--- src/rtl/joy_db15_tx.sv ---
// joy_db15_tx
//
// Responder side of the DB15 splitter serial joystick link. It emulates the
// splitter's parallel-in/serial-out shift chain, so that a host core can read
// two 12-button joysticks over JOY_CLK / JOY_LOAD / JOY_DATA. It is used by the
// loopback harness and on boards that act as the splitter toward another host.
//
// All logic runs on the system clock. The host's clock and load lines are
// asynchronous, so they are synchronised and edge-detected before use.
//
// Parameters
//   LEAD_BITS   : filler bits (driven 1) presented before frame bit 0
//   SYNC_STAGES : synchroniser depth for joy_clk / joy_load (2..3)
//
// Ports
//   clk         in   system clock (48-50 MHz)
//   rst_n       in   asynchronous active-low reset
//   joy_clk     in   host shift clock, asynchronous, rising edge shifts
//   joy_load    in   host load strobe, asynchronous, active-low
//   joy_data    out  serial data to host, active-low buttons (0 = pressed)
//   joystick1   in   P1 buttons, active-high, bits 11:0 used
//   joystick2   in   P2 buttons, active-high, bits 11:0 used
//   load_strobe out  one-clk pulse per falling edge of synchronised joy_load
//   frame_done  out  one-clk pulse when the last frame bit has been shifted past

module joy_db15_tx #(
  parameter int LEAD_BITS   = 1,
  parameter int SYNC_STAGES = 2
) (
  input  logic        clk,
  input  logic        rst_n,
  input  logic        joy_clk,
  input  logic        joy_load,
  output logic        joy_data,
  input  logic [15:0] joystick1,
  input  logic [15:0] joystick2,
  output logic        load_strobe,
  output logic        frame_done
);

  localparam int SR_W  = LEAD_BITS + 24;
  localparam int IDX_W = $clog2(SR_W + 1);
  localparam logic [IDX_W-1:0] IDX_MAX  = IDX_W'(SR_W);
  localparam logic [IDX_W-1:0] IDX_LAST = IDX_W'(SR_W - 1);

  logic [SYNC_STAGES-1:0] clk_sync;
  logic [SYNC_STAGES-1:0] load_sync;
  logic                   clk_d;
  logic                   load_d;
  logic                   clk_rise;
  logic                   load_low;
  logic                   load_fall;
  logic [SR_W-1:0]        load_word;
  logic [SR_W-1:0]        shift_reg;
  logic [IDX_W-1:0]       bit_idx;
  logic                   unused_bits;

  // Bits 15:12 of each joystick word carry nothing on this link.
  assign unused_bits = ^{joystick1[15:12], joystick2[15:12]};

  // Synchronisers plus one delay flop for edge detection. The clock chain
  // resets low and the load chain resets high (idle levels), so releasing
  // reset never manufactures an edge.
  always_ff @(posedge clk or negedge rst_n) begin
    if (!rst_n) begin
      clk_sync  <= '0;
      load_sync <= '1;
      clk_d     <= 1'b0;
      load_d    <= 1'b1;
    end else begin
      clk_sync  <= {clk_sync[SYNC_STAGES-2:0], joy_clk};
      load_sync <= {load_sync[SYNC_STAGES-2:0], joy_load};
      clk_d     <= clk_sync[SYNC_STAGES-1];
      load_d    <= load_sync[SYNC_STAGES-1];
    end
  end

  assign clk_rise  = clk_sync[SYNC_STAGES-1] & ~clk_d;
  assign load_low  = ~load_sync[SYNC_STAGES-1];
  assign load_fall = ~load_sync[SYNC_STAGES-1] & load_d;

  // Parallel load image. The MSB end is the head of the chain: filler first,
  // then wire position 0 down to wire position 23 at bit 0. Buttons are
  // inverted because the wire is active-low.
  always_comb begin
    load_word       = '1;
    load_word[23:0] = ~{joystick1[7],  joystick1[6],  joystick1[5],  joystick1[4],
                        joystick1[0],  joystick1[1],  joystick1[2],  joystick1[3],
                        joystick2[0],  joystick2[1],  joystick2[2],  joystick2[3],
                        joystick1[9],  joystick1[8],  joystick1[11], joystick1[10],
                        joystick2[9],  joystick2[8],  joystick2[11], joystick2[10],
                        joystick2[7],  joystick2[6],  joystick2[5],  joystick2[4]};
  end

  // Shift chain. Load is transparent while held low and wins over a clock
  // edge in the same cycle. Shifting pulls 1s into the tail, so clocking past
  // the end keeps presenting "released". The index saturates, which makes
  // frame_done fire only on the step into the final count.
  always_ff @(posedge clk or negedge rst_n) begin
    if (!rst_n) begin
      shift_reg   <= '1;
      bit_idx     <= '0;
      load_strobe <= 1'b0;
      frame_done  <= 1'b0;
    end else begin
      load_strobe <= load_fall;
      frame_done  <= 1'b0;
      if (load_low) begin
        shift_reg <= load_word;
        bit_idx   <= '0;
      end else if (clk_rise) begin
        shift_reg <= {shift_reg[SR_W-2:0], 1'b1};
        if (bit_idx != IDX_MAX) begin
          bit_idx    <= bit_idx + 1'b1;
          frame_done <= (bit_idx == IDX_LAST);
        end
      end
    end
  end

  assign joy_data = shift_reg[SR_W-1];

endmodule
--- config.mk ---
export PLATFORM = sky130hd
export DESIGN_NAME = joy_db15_tx
export DESIGN_NICKNAME = d
export VERILOG_FILES = /design/src/rtl/joy_db15_tx.sv
export SDC_FILE = /design/constraint.sdc
export NUM_CORES = 1
export LEC_CHECK = 0
export ABC_CLOCK_PERIOD_IN_PS = 1200
export CORE_MARGIN = 3
export CORE_UTILIZATION = 39
export DETAILED_ROUTE_END_ITERATION = 6
export PLACE_DENSITY = 0.67
export SYNTH_ARGS = -nofsm -noshare
export SYNTH_HDL_FRONTEND = slang
export SYNTH_SLANG_ARGS = --single-unit
--- constraint.sdc ---
create_clock -name clk -period 1.2 [get_ports clk]
set_input_delay 0.3 -clock clk [delete_from_list [all_inputs] [get_ports clk]]
set_output_delay 0.3 -clock clk [all_outputs]
set_load 0.02 [all_outputs]
# Yosys cells after proc, flatten, opt, wreduce, memory -nomap -nowiden
# Index checks and enable logic that the tools add are counted.
# totals
latch_bits,0
memories,0
mem_bits_rw,0
rom_bits,0
out_inout_bits,3
in_bits,36
register_bits,38
# op_classes
n_mux,8
shift,0
multipliers,0
n_eq_ne,4
div_mod_pow,0
magnitude_cmp,0
n_reduce_logical,1
add_sub_neg,1
bitwise,5
# ops
operator,count
$mux W25,2
$not A24 Y24,1
$mux W5,3
$add A5 B1 Y5 const B,1
$eq A5 B5 Y1 const B,1
$ne A5 B5 Y1 const B,1
$ne A2 B1 Y1 const B,2
$mux W1,3
$and A1 B1 Y1,2
$not A1 Y1,2
$reduce_and A2 Y1,1

# Depth between registers and ports, before layout
# Gate-level depths: netlist of the first run.
# depth
word_depth,4
mapped_depth,5

# Worst setup path before layout of the first run
# OpenSTA, ideal clock, no wires.
# synth_timing
kind,flip-flop to flip-flop
startpoint,register bit_idx[1]
endpoint,register bit_idx[0]
setup_time_ps,123
path_slack_ps,-23
t_arrival_ps,1101
t_required_ps,1077
stages_incl_launch_ff,6
path_cell_list,dfrtp_1 > inv_1 > ha_1 > inv_1 > o31a_2 > mux2i_1
# synth_via
elab_chain_cells,3
# synth_rtl
item,line_no,rtl
start: declaration,55,logic [IDX_W-1:0] bit_idx;
start signal: assignment,114,bit_idx <= bit_idx + 1'b1;
$ne A5 B5 Y1,113,if (bit_idx != IDX_MAX) begin
$ne A2 B1 Y1 (no source line),n/a,
$reduce_and A2 Y1 (no source line),n/a,
# No other way between the ends.
# A chain may end at the register's enable or synchronous reset.

# Final worst setup path of the first run
# layout_timing
startpoint,register shift_reg[24]
endpoint,output port joy_data
# layout_rtl
item,line_no,rtl
start: declaration,54,logic [SR_W-1:0] shift_reg;
start signal: assignment,109,shift_reg <= load_word;
start signal: assignment,112,"shift_reg <= {shift_reg[SR_W-2:0], 1'b1};"
end: declaration,34,"output logic joy_data,"
# No word-level cell between the ends.

==> metrics.csv, run 1 <==
metric;value;unit
Final nets;218;
wire per inst;13.3;um
vias per cell;4.90;
worst-margin pin slew;0.202;ns
Final Hold Fails;0;
global placer's final weighted congestion;0.747;
RR Startpoint;bit_idx[1];
leakage power;1.06;nW
gr usage total;13.9;%
CTS tree;done;
Synthesis Warnings;0;
area growth from synthesis to layout;35.7;%
status;finished, violations left;
Mapped Cells;128;
Worst IR Drop VDD;0.622;mV
First-pass DRT Iterations;4;
post-layout min period;1.24;ns
Slew Limit Fails;0;
grt ovf;0;
Root Driver;clkbuf_8;
Sw Share;23.2;%
Slowest-stage cell, CP;dfstp_2;
initial antenna violation count;0;
Worst setup startpoint;shift_reg[24];
CP startpoint kind;flip-flop;
final antenna-violating net count;0;
H-tree levels;2;
crit path kind;reg -> out;
clock share of power;30.7;%
Placed Instance Area;2170;um^2
Die ar.;5310;um^2
IO Port Bufs;30;
number of synthesized register bits;38;
Setup-failing EPs final;1;
Max Freq;806;MHz
total CTS buffers;5;
clk_lat worst skew;0.29;ns
number of cells after detailed placement;215;
core area;4140;um^2
Netlist Area Pre-Place;1750;um^2
fraction of registers with async set/reset;100;%
CP Max Fanout;2;
CP delay by family, top;flip-flops;
Slowest Stage Delay on Critical Path;0.54;ns
I/O pin count;39;
crit path capture type;output pin;
Die H;72.9;um
WP data required;0.90;ns
CTS sink count;38;
PD cells;1210;nW/um^2
Pint;2.21;mW
clock slew at reported path FFs;0.07;ns
Buf/Inv on CP;1;
row count;23;
total power;2.88;mW
hold slack;0.348;ns
vias in the first global route;1219;
n_diodes;0;
DR vias;1126;
Netlist cell types;19;
Clock Skews;0.00608;ns
Iteration-0 DRC Markers;49;
share of the synthesized area in the top cell type;42.2;%
Max Cap Viol;0;
Max clock buf depth;2;
synth top area cells;dfstp_2, mux2i_1, dfrtp_1;
layout cells sized above 1;36.7;%
Post-Layout Cell Count;230;
Avg Inst Size Synth;13.6;um^2
post-synth top area cell;dfstp_2;
# DRC;0;
combinational share of power;15.5;%
RSZ-0062 raised after global routing;true;
Flop pwr share;53.8;%
EDFF count, synth;0;
ys flop type;dfstp_2;
Initial Util;42.1;%
Post-Place Worst Slack;-0.209;ns
largest net degree at the start of global routing;39;
HPWL after detailed placement;2200;um
first-pass GRT wire length;5570;um
synth cell count leaders;mux2i_1, dfstp_2, dfrtp_1, nand2_1, buf_2;
sw power;0.666;mW
Hold Path Origin;clk_sync[0];
failing checks;setup timing;
die width;72.9;um
synthesized net count;167;
Setup WS post-layout;-0.0405;ns
max_slew headroom;86.5;%
Largest register FFs;25;
CP Data Arrival Time;0.94;ns
post-route clock period utilization;103;%
post-route cell area;2370;um^2
top-count cell post-synth;mux2i_1;
type of the tightest min-delay check;reg -> reg;
drt total wl;3050;um
sequential fraction of the synthesis area;56.5;%
critical-path cell list;buf_6;
==> final cells by class <==
type	count	area (um^2)
Clock buffer	7	86.3
Clock inverter	1	5.00
Fill cell	355	1780
Inverter	3	11.3
Multi-Input combinational cell	80	732
Sequential cell	38	986
Tap cell	50	62.6
Timing Repair Buffer	51	485
==> per-stage QoR <==
stage / utilization, % / setup TNS [ns]
finish: 57.2 / -0.0405
global route: 57.2 / -1.23
CTS: 56.3 / -0.161
detailed placement: 52.4 / -0.385
global placement: 52.4 / -0.207
floorplan: - / 0
==> final timing paths <==
check,end,slack (ns),depth (start not counted)
max in group asynchronous,shift_reg[17],0.45,3
worst min-delay path,clk_sync[1],0.35,0
min in group asynchronous,bit_idx[1],0.50,3
worst max register to register,bit_idx[1],0.02,6
worst min register to register,clk_sync[1],0.35,0
worst max-delay path,joy_data,-0.04,1
==> power by group through the flow <==
stage / registers, mW / clock network (mW) / logic, mW
after CTS: 1.55 / 0.921 / 0.446
after global placement: 1.56 / 0 / 0.405
after global routing: 1.57 / 1.00 / 0.496
after floorplan: 1.55 / 0 / 0.236
final: 1.55 / 0.882 / 0.446
after detailed placement: 1.57 / 0 / 0.419
==> cell usage in the layout, fill, tap and decap left out, types with 2 or more instances in the layout <==
cell | netlist | routed
buf_2 | 4 | 3
buf_4 | 0 | 13
buf_6 | 3 | 6
clkbuf_8 | 0 | 6
clkdlybuf4s50_1 | 0 | 26
dfrtp_1 | 10 | 10
dfstp_2 | 28 | 28
ha_4 | 0 | 2
inv_2 | 0 | 2
mux2i_1 | 51 | 51
nand2_1 | 10 | 10
nand2b_1 | 2 | 2
nand3_1 | 2 | 2
nand4_1 | 3 | 3
nor2b_1 | 2 | 2
==> layer usage <==
metal  vias to the layer above  share of wire, %  track usage [%]
met5                         -                 0                0
met4                         0               2.8             7.38
met3                         9               5.1             4.68
met2                        30                48             20.8
met1                       540                44             17.8
li1                        547                 -                -
==> repair_timing <==
item                                    CTS  global route
buffers inserted                          5             1
pin swaps                                 4             2
hold buffers                              1             0
gates resized for setup                  22             6
endpoints found under the setup margin   18            28
hold endpoints to repair                 10             0
==> kinds of logic after synthesis <==
| logic type | Yosys count | synth area share, % |
|---|---|---|
| DFF | 38 | 56.5 |
| and+or+nand+nor | 23 | 6.95 |
| AOI/OAI and AO/OA | 3 | 1.43 |
| buffers and inverters | 10 | 3.73 |
| muxes | 51 | 29.2 |
| adders and majority gates | 3 | 2.15 |
Note: power is estimated with default switching activity, not from simulation.
==> run 2, diff against run 1 <==
--- a/config.mk
+++ b/config.mk
@@ -12,2 +12,3 @@
 export PLACE_DENSITY = 0.67
+export REMOVE_ABC_BUFFERS = 1
 export SYNTH_ARGS = -nofsm -noshare
==> constraint.sdc (replaced) <==
create_clock -name clk -period 1.2 [get_ports clk]
set_input_delay 0.24 -clock clk [delete_from_list [all_inputs] [get_ports clk]]
set_output_delay 0.24 -clock clk [all_outputs]
set_load 0.02 [all_outputs]
==> run 2 against run 1 <==
Effect of this change: the run now ends clean; register-to-register slack about the same; count of clock-buffer cells in the layout decreased by 1; first-iteration DRC count increased by 27%; sequential share of layout area up 0.83 points; utilization decreased by 1.1 points; clock power rose by 0.7%; critical endpoint is now shift_reg[9]; largest cell class unchanged; highest routed layer is now met3.
==> metrics.csv, run 2 (same netlist as run 1, synthesis figures left out) <==
metric;value;unit;change
CP startpoint kind;flip-flop;;
status;finished, final reports clean;;
Sw Share;23.3;%;+0.19 points
worst-margin pin slew;0.337;ns;+0.135 ns
CTS tree;done;;
Slowest-stage cell, CP;dfrtp_1;;
CP Max Fanout;17;;+15
gr usage total;12.7;%;-1.2 points
Setup-failing EPs final;0;;-1
post-route clock period utilization;97.8;%;-5.6 points
most common cell after layout, fill and taps aside;mux2i_1;;
Initial Util;42.1;%;unchanged
vias per cell;4.85;;-0.92%
Worst IR Drop VDD;0.876;mV;+41%
RSZ-0062 raised after global routing;true;;
CP Data Arrival Time;1.38;ns;+0.44 ns
CP delay by family, top;flip-flops;;
sw power;0.669;mW;+0.54%
I/O pin count;39;;unchanged
row count;23;;unchanged
first-pass GRT wire length;5200;um;-6.6%
Slew Limit Fails;0;;unchanged
Max clock buf depth;2;;unchanged
CTS sink count;38;;unchanged
drt total wl;2980;um;-2.5%
total power;2.87;mW;-0.28%
layout cells sized above 1;34.5;%;-2.2 points
n_diodes;0;;unchanged
largest net degree at the start of global routing;26;;-33%
final antenna-violating net count;0;;unchanged
Pint;2.20;mW;-0.52%
wire per inst;13.5;um;+1.5%
initial antenna violation count;0;;unchanged
Die H;72.9;um;unchanged
area growth from synthesis to layout;33.0;%;
max_slew headroom;77.5;%;-9.0 points
Clock Skews;0.00703;ns;+0.000945 ns
IO Port Bufs;30;;unchanged
Post-Place Worst Slack;-0.136;ns;+0.0733 ns
most frequent cells in the layout;mux2i_1, dfstp_2, clkdlybuf4s50_1;;
RR Startpoint;clk_d;;
Die ar.;5310;um^2;unchanged
type of the tightest min-delay check;reg -> reg;;
vias in the first global route;1217;;-0.16%
Worst setup startpoint;clk_d;;
combinational share of power;15.2;%;-0.3 points
Setup WS post-layout;0.0262;ns;+0.0667 ns
# DRC;0;;unchanged
clock slew at reported path FFs;0.07;ns;about the same
Hold Path Origin;clk_sync[0];;
Final Hold Fails;0;;unchanged
clock share of power;31.0;%;+0.3 points
Max Cap Viol;0;;unchanged
total CTS buffers;5;;unchanged
post-layout min period;1.17;ns;-0.0667 ns
Slowest Stage Delay on Critical Path;0.40;ns;-0.14 ns
Root Driver;clkbuf_8;;
Largest register FFs;25;;unchanged
H-tree levels;2;;unchanged
grt ovf;0;;unchanged
core area;4140;um^2;unchanged
critical-path cell list;nor2b_4, buf_12, mux2i_1, mux2i_1;;
global placer's final weighted congestion;0.753;;+0.78%
Iteration-0 DRC Markers;62;;+27%
Max Freq;852;MHz;+5.7%
Buf/Inv on CP;1;;unchanged
DR vias;1072;;-4.8%
crit path kind;reg -> reg;;
Final nets;209;;-4.1%
WP data required;1.40;ns;+0.50 ns
HPWL after detailed placement;2130;um;-3.2%
PD cells;1230;nW/um^2;+1.7%
die width;72.9;um;unchanged
clk_lat worst skew;0.28;ns;about the same
Flop pwr share;53.8;%;about the same
First-pass DRT Iterations;4;;unchanged
crit path capture type;flip-flop;;
critical path's most frequent cell;mux2i_1;;
leakage power;1.02;nW;-3.6%
[run 2: cell types whose count changed in the layout (fill, tap and decap cells not counted), sizes merged]
cell,delta
buf,-11
clkbuf,+1
clkinvlp,+1
[run 2: through the flow]
stage               cell area, um^2  utilization, %  setup TNS [ns]  hold slack [ns]  instances
finish                         2320            56.0               0            0.355        221
global route                   2320            56.0          -0.557            0.351        221
CTS                            2300            55.6               0            0.359        220
detailed placement             2190            52.8          -0.222            0.161        211
global placement               2190            52.8          -0.189            0.150        211
floorplan                      1690               -           -6.80          -0.0556        121
[run 2: repair_timing]
action,4_1_cts,5_1_grt
hold buffers,1,0
gates resized for setup,13,7
hold endpoints to repair,5,0
endpoints found under the setup margin,5,31
pin swaps,1,1
setup buffers,0,1
[run 2: layer usage]
metal / vias up / global-route usage, % / share of wire (%)
li1: 536 / - / -
met1: 513 / 14.3 / 43
met2: 23 / 22.5 / 52
met3: 0 / 4.82 / 4.7
met4: 0 / 3.07 / 0
met5: - / 0 / 0
[run 2: cell type report]
class / instances / area [um^2]
clock buffer: 6 / 82.6
clock inverter: 2 / 12.5
fill: 363 / 1820
inverter: 3 / 11.3
multi-input combinational: 80 / 726
sequential: 38 / 986
tap: 50 / 62.6
timing repair buffer: 42 / 442
[run 2: power groups by stage]
stage / registers [mW] / logic [mW] / clock network (mW)
finish: 1.54 / 0.436 / 0.888
detailed placement: 1.56 / 0.433 / 0
CTS: 1.54 / 0.437 / 0.939
floorplan: 1.57 / 0.199 / 0
global placement: 1.56 / 0.415 / 0
global route: 1.56 / 0.484 / 0.998
[run 2: worst paths after layout]
kind                                 to  slack, ns  cells past startpoint
min in group asynchronous    bit_idx[0]       0.39                      2
setup reg to reg           shift_reg[9]       0.03                      4
max in group asynchronous  shift_reg[1]       0.30                      3
setup / recovery           shift_reg[9]       0.03                      4
hold reg to reg             clk_sync[1]       0.35                      0
hold / removal              clk_sync[1]       0.35                      0
